$ cat config.mk
export PLATFORM = sky130hd
export DESIGN_NAME = crossbar2_sched_flat
export DESIGN_NICKNAME = d
export VERILOG_FILES = /design/src/rtl/crossbar2_pkg.sv /design/src/rtl/crossbar2_sched_if.sv /design/src/rtl/crossbar2_rr_arb.sv /design/src/rtl/crossbar2_sched.sv /design/src/flat_wrapper.sv
export SDC_FILE = /design/constraint.sdc
export NUM_CORES = 1
export LEC_CHECK = 0
export CAP_MARGIN = 20
export CELL_PAD_IN_SITES_DETAIL_PLACEMENT = 0
export CELL_PAD_IN_SITES_GLOBAL_PLACEMENT = 1
export CORE_MARGIN = 4
export CORE_UTILIZATION = 35
export CTS_BUF_LIST = sky130_fd_sc_hd__clkbuf_8
export DETAILED_ROUTE_END_ITERATION = 10
export PLACE_DENSITY_LB_ADDON = 0.1
export SETUP_SLACK_MARGIN = 0.2
export SYNTH_ARGS = -nofsm -noshare
export SYNTH_HDL_FRONTEND = slang
export SYNTH_SLANG_ARGS = --single-unit
$ cat constraint.sdc
create_clock -name clk -period 2.15 [get_ports clk]
set_clock_uncertainty 0.15 [all_clocks]
set_input_delay 0.43 -clock clk [delete_from_list [all_inputs] [get_ports clk]]
set_output_delay 0.43 -clock clk [all_outputs]
set_load 0.01 [all_outputs]
$ cat src/rtl/crossbar2_pkg.sv
// Shared encodings for the 2x2 crossbar scheduler: crossbar select codes and destination codes.
package crossbar2_pkg;

  localparam int unsigned SEL_W = 2;

  localparam logic [SEL_W-1:0] SEL_X0 = 2'd0;
  localparam logic [SEL_W-1:0] SEL_X1 = 2'd1;

  localparam logic DEST_Y0 = 1'b0;
  localparam logic DEST_Y1 = 1'b1;

  // Grant index (0 = input 0, 1 = input 1) to crossbar select code.
  function automatic logic [SEL_W-1:0] sel_of(input logic gnt);
    return gnt ? SEL_X1 : SEL_X0;
  endfunction

endpackage

$ cat src/rtl/crossbar2_sched_if.sv
// Handshake and crossbar-drive bundle between the scheduler and its producers/consumers.
interface crossbar2_sched_if #(
  parameter int unsigned Data_Width   = 8,
  parameter int unsigned Select_Width = 2
);

  logic                    in_valid0;
  logic [Data_Width-1:0]   in_data0;
  logic                    in_dest0;
  logic                    in_ready0;
  logic                    in_valid1;
  logic [Data_Width-1:0]   in_data1;
  logic                    in_dest1;
  logic                    in_ready1;
  logic [Data_Width-1:0]   x0;
  logic [Data_Width-1:0]   x1;
  logic [Select_Width-1:0] s0;
  logic [Select_Width-1:0] s1;
  logic                    out_valid0;
  logic                    out_ready0;
  logic                    out_valid1;
  logic                    out_ready1;

  modport master (
    output in_valid0, in_data0, in_dest0, in_valid1, in_data1, in_dest1,
    output out_ready0, out_ready1,
    input  in_ready0, in_ready1, x0, x1, s0, s1, out_valid0, out_valid1
  );

  modport slave (
    input  in_valid0, in_data0, in_dest0, in_valid1, in_data1, in_dest1,
    input  out_ready0, out_ready1,
    output in_ready0, in_ready1, x0, x1, s0, s1, out_valid0, out_valid1
  );

endinterface

$ cat src/rtl/crossbar2_rr_arb.sv
// Per-output round-robin arbiter with a stall lock that pins the grant until the word transfers.
module crossbar2_rr_arb (
  input  logic [1:0] req_i,
  input  logic       lock_i,
  input  logic       rr_i,
  input  logic       gnt_q_i,
  input  logic       xfer_i,
  output logic       gnt_o,
  output logic       valid_o,
  output logic       rr_o,
  output logic       lock_o
);

  always_comb begin
    valid_o = |req_i;
    case (req_i)
      2'b11:   gnt_o = lock_i ? gnt_q_i : rr_i;
      2'b01:   gnt_o = 1'b0;
      2'b10:   gnt_o = 1'b1;
      default: gnt_o = gnt_q_i;
    endcase
  end

  always_comb begin
    rr_o   = rr_i;
    lock_o = lock_i;
    if (xfer_i) begin
      rr_o   = ~gnt_o;
      lock_o = 1'b0;
    end else if (valid_o) begin
      // A stalled output keeps its grant so a late competitor cannot take over.
      lock_o = 1'b1;
    end
  end

endmodule

$ cat src/rtl/crossbar2_sched.sv
// Upstream scheduler for the 2x2 crossbar: one-word buffer per input, destination routing,
// per-output round-robin arbitration and valid/ready handshakes on both sides.
module crossbar2_sched
  import crossbar2_pkg::*;
#(
  parameter int unsigned Data_Width   = 8,
  parameter int unsigned Select_Width = 2
) (
  input logic              clk,
  input logic              rst,
  crossbar2_sched_if.slave bus
);

  logic [1:0]            full_q;
  logic [1:0]            dst_q;
  logic [Data_Width-1:0] data_q [2];
  logic [1:0]            rr_q, rr_d;
  logic [1:0]            lock_q, lock_d;
  logic [1:0]            gnt_q, gnt;

  logic [1:0]            in_valid, in_dest, in_ready, out_ready, out_valid;
  logic [1:0]            xfer, drain, load;
  logic [1:0]            req [2];
  logic [Data_Width-1:0] in_data [2];

  assign in_valid   = {bus.in_valid1, bus.in_valid0};
  assign in_dest    = {bus.in_dest1, bus.in_dest0};
  assign out_ready  = {bus.out_ready1, bus.out_ready0};
  assign in_data[0] = bus.in_data0;
  assign in_data[1] = bus.in_data1;

  always_comb begin
    req[0] = {full_q[1] & (dst_q[1] == DEST_Y0), full_q[0] & (dst_q[0] == DEST_Y0)};
    req[1] = {full_q[1] & (dst_q[1] == DEST_Y1), full_q[0] & (dst_q[0] == DEST_Y1)};
  end

  for (genvar j = 0; j < 2; j++) begin : g_out
    crossbar2_rr_arb u_arb (
      .req_i   (req[j]),
      .lock_i  (lock_q[j]),
      .rr_i    (rr_q[j]),
      .gnt_q_i (gnt_q[j]),
      .xfer_i  (xfer[j]),
      .gnt_o   (gnt[j]),
      .valid_o (out_valid[j]),
      .rr_o    (rr_d[j]),
      .lock_o  (lock_d[j])
    );
  end

  assign xfer = out_valid & out_ready;

  // An input drains when its destination output transfers and has granted that input.
  always_comb begin
    drain[0] = full_q[0] & xfer[dst_q[0]] & ~gnt[dst_q[0]];
    drain[1] = full_q[1] & xfer[dst_q[1]] &  gnt[dst_q[1]];
    in_ready = ~full_q | drain;
    load     = in_valid & in_ready;
  end

  always_ff @(posedge clk or posedge rst) begin
    if (rst) begin
      full_q    <= '0;
      dst_q     <= '0;
      data_q[0] <= '0;
      data_q[1] <= '0;
      rr_q      <= '0;
      lock_q    <= '0;
      gnt_q     <= '0;
    end else begin
      for (int i = 0; i < 2; i++) begin
        if (load[i]) begin
          data_q[i] <= in_data[i];
          dst_q[i]  <= in_dest[i];
          full_q[i] <= 1'b1;
        end else if (drain[i]) begin
          full_q[i] <= 1'b0;
        end
      end
      rr_q   <= rr_d;
      lock_q <= lock_d;
      gnt_q  <= gnt;
    end
  end

  assign bus.in_ready0  = in_ready[0];
  assign bus.in_ready1  = in_ready[1];
  assign bus.out_valid0 = out_valid[0];
  assign bus.out_valid1 = out_valid[1];
  assign bus.x0         = data_q[0];
  assign bus.x1         = data_q[1];
  assign bus.s0         = Select_Width'(sel_of(gnt[0]));
  assign bus.s1         = Select_Width'(sel_of(gnt[1]));

endmodule

$ cat src/flat_wrapper.sv
// flat-port wrapper written by rule: the top's interface ports become plain ports
module crossbar2_sched_flat import crossbar2_pkg::*;
#(
  parameter int unsigned Data_Width   = 8,
  parameter int unsigned Select_Width = 2
)
  (clk, rst, bus_in_valid0, bus_in_data0, bus_in_dest0, bus_in_valid1, bus_in_data1, bus_in_dest1, bus_out_ready0, bus_out_ready1, bus_in_ready0, bus_in_ready1, bus_x0, bus_x1, bus_s0, bus_s1, bus_out_valid0, bus_out_valid1);
  crossbar2_sched_if #(.Data_Width(Data_Width), .Select_Width(Select_Width)) bus_i ();
  input logic clk;
  input logic rst;
  input wire logic [$bits(bus_i.in_valid0)-1:0] bus_in_valid0;
  input wire logic [$bits(bus_i.in_data0)-1:0] bus_in_data0;
  input wire logic [$bits(bus_i.in_dest0)-1:0] bus_in_dest0;
  input wire logic [$bits(bus_i.in_valid1)-1:0] bus_in_valid1;
  input wire logic [$bits(bus_i.in_data1)-1:0] bus_in_data1;
  input wire logic [$bits(bus_i.in_dest1)-1:0] bus_in_dest1;
  input wire logic [$bits(bus_i.out_ready0)-1:0] bus_out_ready0;
  input wire logic [$bits(bus_i.out_ready1)-1:0] bus_out_ready1;
  output wire logic [$bits(bus_i.in_ready0)-1:0] bus_in_ready0;
  output wire logic [$bits(bus_i.in_ready1)-1:0] bus_in_ready1;
  output wire logic [$bits(bus_i.x0)-1:0] bus_x0;
  output wire logic [$bits(bus_i.x1)-1:0] bus_x1;
  output wire logic [$bits(bus_i.s0)-1:0] bus_s0;
  output wire logic [$bits(bus_i.s1)-1:0] bus_s1;
  output wire logic [$bits(bus_i.out_valid0)-1:0] bus_out_valid0;
  output wire logic [$bits(bus_i.out_valid1)-1:0] bus_out_valid1;
  assign bus_i.in_valid0 = bus_in_valid0;
  assign bus_i.in_data0 = bus_in_data0;
  assign bus_i.in_dest0 = bus_in_dest0;
  assign bus_i.in_valid1 = bus_in_valid1;
  assign bus_i.in_data1 = bus_in_data1;
  assign bus_i.in_dest1 = bus_in_dest1;
  assign bus_i.out_ready0 = bus_out_ready0;
  assign bus_i.out_ready1 = bus_out_ready1;
  assign bus_in_ready0 = bus_i.in_ready0;
  assign bus_in_ready1 = bus_i.in_ready1;
  assign bus_x0 = bus_i.x0;
  assign bus_x1 = bus_i.x1;
  assign bus_s0 = bus_i.s0;
  assign bus_s1 = bus_i.s1;
  assign bus_out_valid0 = bus_i.out_valid0;
  assign bus_out_valid1 = bus_i.out_valid1;
  crossbar2_sched #(.Data_Width(Data_Width), .Select_Width(Select_Width)) u_core (.clk(clk), .rst(rst), .bus(bus_i));
endmodule
==> impl_results.md, run 1 <==
* Outcome: complete, no violations
* DIE HEIGHT at between 60 and 70 um
* Seq/Total Area, Yosys at 0.5226
* Syn-to-layout area delta at 63.22%
* Nets at 184
* # diodes at 0
* Asr flop ratio synth at 1.000
* Core Area at 3390 um2
* Fin. Hold Viols at 0
* Final std cells w/o fill at 205
* Worst-Skew Late Latency at 0.26 ns
* Max Fclk at between 0.5 and 0.6 GHz
* Total CTS buffers at 3
* Cell family with most CP delay: flip-flops
* Max Slew Vio Count at 0
* Vias in the first global route at around 1100
* Critical path type: reg2out
* Period utilisation layout at 0.9159
* Placed cells at 188
* Worst path slowest cell: dfrtp_1
* Combinational power share at 0.593
* Avg WL per Cell at between 10 and 15 um
* Layout cells sized above 1 at 0.4340
* Post-Synthesis Cell Area at 1245 um2
* Pwr/cell area at approximately 1600 nW/um2
* Routed via count at 937
* First-pass GRT wire length at ~4700 um
* Drt total wl at 2873 um
* Crit-path cells: mux2_4 > a31oi_4 > nor2_2 > buf_2
* Hold Crit Class: in2async
* Worst-path clk slew at 0.09 ns
* Gr ovfl total at 0
* Largest net degree at the start of global routing at 16
* RSZ-0062 raised after global routing: yes
* Seq cells post-synth at 26
* Synth Flop Type: dfrtp_1
* HPWL after DPL at ~2000 um
* Routability Congestion at 0.7765
* Number of H-tree levels at 1
* Place WS at -0.2505 ns
* Clk sink count at 26
* Clock Path Buffers at 2
* Final setup violation count at 0
* Sw Share at 0.3226
* Critical path launch point type: register
* Syn Area/Cell at 13.68 um2
* CTS tree: done
* CTS root buffer: clkbuf_8
* Crit path buffers/inverters at 1
* Die W at about 68 um
* Starting Density at 0.3673
* Max-cap violation count at 0
* DR pass1 iterations at 2
* Critical Path Fanout Max at 2
* P_leak at 0.9287 nW
* Remaining DRCs at 0
* CP endpoint kind: primary output
* Initial antenna violation count at 0
* Clock share of power at 0.122
* Unique masters post-synth at 24
* Crit path arrival time at around 1.4 ns
* Syn Inst Count at 91
* Iter 0 DRT Violations at 26
* Internal Power at around 2.2 mW
* Final worst slack at 0.1809 ns
* Synth cell count leaders: dfrtp_1, mux2_4, nor2_1
* Dominant cells by area after synthesis: dfrtp_1, mux2_4, buf_6
* DRT antenna net count at 0
* Port Buffer Count at 45
* Critical Path Max Stage Delay at 0.41 ns
* Fillers at around 280
* Aggregate global-route resource usage at 0.1347
* IO Pins at 48
* Number of synthesized flops with an enable pin at 0
* Cell with the most instances after synthesis: dfrtp_1
* Die ar. at 4575 um2
* Psw at 1.047 mW
* Post-synth top area cell: dfrtp_1
* Std cell rows at 21
* Worst Path Required at 1.57 ns
* Flop pwr share at 0.286
* Vias per cell at 4.571
* Tmin final at 1.969 ns
* Max rail drop VDD at 0.6542 mV
* Synthesis Warnings at 0
* Synth top area share at 0.5226
[path summary, 6_finish.rpt]
path | from | to | slack (ns) | cells past startpoint
max in group asynchronous | rst | u_core.full_q[1] | 1.03 | 3
min | rst | u_core.bus.x1[0] | 0.32 | 2
max reg2reg | u_core.dst_q[1] | u_core.bus.x1[4] | 0.24 | 7
min in group clk | u_core.bus.x0[0] | u_core.bus.x0[0] | 0.37 | 1
min reg2reg | u_core.bus.x0[0] | u_core.bus.x0[0] | 0.37 | 1
max | u_core.lock_q[1] | bus_s1[0] | 0.18 | 4
[power groups by stage]
stage	clock [mW]	sequential [mW]	combinational (mW)
2_1_floorplan	0	0.964	0.860
3_3_place_gp	0	0.924	1.57
3_5_place_dp	0	0.928	1.58
4_1_cts	0.406	0.916	1.76
5_1_grt	0.431	0.964	2.08
6_report	0.395	0.928	1.92
[logic make-up (layout without fill, tap and decap cells)]
kind of cell / after synthesis / count (layout) / share of synthesized area
other cells: 1 / 2 / 0.003012
flops: 26 / 26 / 0.5226
buf+inv: 8 / 75 / 0.05427
compound gates: 10 / 10 / 0.05428
simple gates: 23 / 23 / 0.1035
mux: 23 / 23 / 0.2623
[layout by cell type (no fill, tap or decap), drive strengths merged, types with 2 or more instances in the layout]
master,instances
nand2b,4
a21oi,4
mux2i,3
dfrtp,26
mux2,20
nor2,7
dlygate4sd2,3
conb,2
buf,30
nand2,5
a22o,2
clkdlybuf4s50,37
clkbuf,3
[stage by stage]
| step | TNS, ns | power [mW] | util | hold slack (ns) | cell area [um2] |
|---|---|---|---|---|---|
| after floorplan | 0 | 1.824 | - | 0.3200 | 1249 |
| after global placement | -1.293 | 2.494 | 0.5297 | 0.3400 | 1795 |
| after detailed placement | -1.509 | 2.508 | 0.5297 | 0.3430 | 1795 |
| after CTS | 0 | 3.083 | 0.5777 | 0.3314 | 1958 |
| after global routing | 0 | 3.476 | 0.5995 | 0.3633 | 2032 |
| final | 0 | 3.245 | 0.5995 | 0.3208 | 2032 |
[state kept, by name, indices dropped and copies added (netlist names)]
register,flops
u_core.bus.x0,8
u_core.bus.x1,8
u_core.dst_q,2
u_core.full_q,2
u_core.gnt_q,2
u_core.lock_q,2
u_core.rr_q,2
[final cells by class]
class	count	area (um2)	share of cell area
clock buffer	3	41.29	0.02032
clock inverter	1	30.03	0.01478
inverter	1	3.754	0.001847
multi-input combinational	58	615.6	0.3030
sequential	26	654.4	0.3220
tap	46	57.56	0.02833
timing repair buffer	70	629.4	0.3097
[metal layers]
layer,part of all wire,up-vias,global-route usage
met5,0,-,0
met4,0.012,0,0.04557
met3,0.049,4,0.02496
met2,0.53,26,0.2430
met1,0.41,457,0.1582
li1,-,450,-
[what timing repair did]
action	4_1_cts	5_1_grt
pin swaps	4	6
buffers inserted	11	2
endpoints found under the setup margin	15	15
gates resized for setup	29	14
hold buffers	0	0
Power figures use the tool's default switching activity.
==> run 2: changes to the inputs <==
Settings changed: GPL_ROUTABILITY_DRIVEN set to 0, GPL_TIMING_DRIVEN set to 0.
==> run 2 against run 1 <==
Clock power is 21% lower. Cell count is 3.4% lower. Core utilization is 1.2 points lower. Critical path type unchanged. Critical path depth is 1 higher. Sequential power is 0.8% lower. Worst setup slack worse by 0.083 ns. Critical endpoint unchanged. Largest cell class unchanged. Wire length is 2.6% lower. Clock-buffer cell count is 1 higher. Worst hold slack worse by 0.12 ns. Sequential share of layout area is 0.65 points higher. Die area stayed put.
==> impl_results.md, run 2 (synthesis gave the netlist of run 1 again) <==
* Total CTS buffers at 3
* Setup TNS Final at 0 ns
* Tmin final at 2.052 ns
* CP startpoint: u_core.lock_q[1]
* CTS root buffer: clkbuf_8
* Outcome: complete, no violations
* Avg WL per Cell at 14.13 um
* Number of H-tree levels at 1
* Std cell rows at 21
* Cts hold-fix bufs at 0
* Critical Path Fanout Max at 2
* Max rail drop VDD at 0.6441 mV
* Max Fclk at 0.4874 GHz
* Hold Crit Class: in2async
* Iter 0 DRT Violations at 20
* # diodes at 0
* Clock Path Buffers at 2
* Pwr/cell area at 1555 nW/um2
* Syn-to-layout area delta at 60.00%
* DR pass1 iterations at 5
* Core Area at 3390 um2
* PnR Total Power at 3.097 mW
* Die ar. at about 4600 um2
* Starting Density at 0.3673
* Critical path launch point type: register
* Aggregate global-route resource usage at 0.1335
* Max Used Layer: met4
* Critical path type: reg2out
* Vias per cell at 4.601
* Final setup violation count at 0
* R2r startpoint: u_core.dst_q[1]
* Worst-Skew Late Latency at 0.27 ns
* Period utilisation layout at 0.9543
* Routed wl met3 at 184 um
* Max Slew Vio Count at 0
* Fin. Hold Viols at 0
* Layout cells sized above 1 at 0.4013
* Clk sink count at 26
* IO Pins at 48
* Hold_ws at 0.2057 ns
* Remaining DRCs at 0
* Vias in the first global route at 961
* Die W at 67.64 um
* CTS tree: done
* Drt total wl at approximately 2800 um
* Initial antenna violation count at 0
* CP endpoint kind: primary output
* DRT met1 WL at 1169 um
* Crit path arrival time at 1.47 ns
* Worst-path clk slew at 0.09 ns
* Commonest non-fill, non-tap cell in the layout: clkdlybuf4s50_1
* Largest net degree at the start of global routing at 27
* HPWL after DPL at about 1800 um
* DR WL met2 at 1429 um
* Worst Path Required at roughly 1.6 ns
* Nets at 177
* First-pass GRT wire length at 4547 um
* Routed via count at 911
* RSZ-0062 raised after global routing: yes
* Commonest non-fill, non-tap cells in the layout: clkdlybuf4s50_1, dfrtp_1, mux2_4
* DRT antenna net count at 0
* Max-cap violation count at 0
* Gr ovfl total at 0
* Port Buffer Count at between 40 and 50
* Post-layout util at 0.5877
* DIE HEIGHT at 67.64 um
* P_leak at ~0.90 nW
run 2: changes by cell type in the layout (fill, tap and decap cells not counted), moves of 2 or more:
cell / before / now
buf_2: 5 / 3
buf_4: 22 / 13
buf_6: 2 / 6
nor2_2: 3 / 1
run 2: routing by layer:
layer / global-route usage / vias to the layer above
met2: 0.2272 / 32
met1: 0.1590 / 445
met5: 0 / -
met4: 0.03038 / 0
met3: 0.04992 / 2
li1: - / 432
run 2: layout make-up:
cell class / count / area, um2
multi-input cells: 58 / 616.8
well taps: 46 / 57.56
plain buffers: 7 / 63.81
clock buffers: 4 / 55.05
fillers: 300 / 1398
inverters: 1 / 3.754
flip-flops and latches: 26 / 654.4
repair buffers: 56 / 540.5
run 2: worst paths after layout:
| check | slack, ns | cells past startpoint | to |
|---|---|---|---|
| hold / removal | 0.21 | 2 | u_core.bus.x1[0] |
| max in group asynchronous | 1.26 | 3 | u_core.full_q[1] |
| setup / recovery | 0.1 | 5 | bus_s1[0] |
| setup reg to reg | 0.27 | 7 | u_core.bus.x1[7] |
| min in group clk | 0.37 | 1 | u_core.bus.x1[5] |
| hold reg to reg | 0.37 | 1 | u_core.bus.x1[5] |
run 2: stage by stage:
| step | setup slack, ns | std cells | area [um2] |
|---|---|---|---|
| after global routing | 0.04099 | 198 | 1992 |
| final | 0.09822 | 198 | 1992 |
| after floorplan | 0.4514 | 92 | 1249 |
| after detailed placement | -0.3797 | 183 | 1757 |
| after CTS | 0.05957 | 196 | 1959 |
| after global placement | -0.3743 | 183 | 1757 |
run 2: what timing repair did:
| action | in CTS | in global routing |
|---|---|---|
| setup buffers | 9 | 1 |
| setup endpoints to repair | 6 | 4 |
| gates resized for setup | 40 | 2 |
| pin swaps | 5 | 2 |
run 2: power breakdown:
part	switching (mW)	internal, mW	total [mW]
logic	0.702	1.16	1.86
clock network	0.149	0.164	0.313
registers	0.177	0.743	0.921
total	1.03	2.07	3.10
run 2: worst max-delay path: stages (launching register included):
cell	delay, ns
dfrtp_1	0.41
mux2_4	0.34
a31oi_4	0.16
nor2_2	0.05
buf_4	0.13
buf_6	0.11
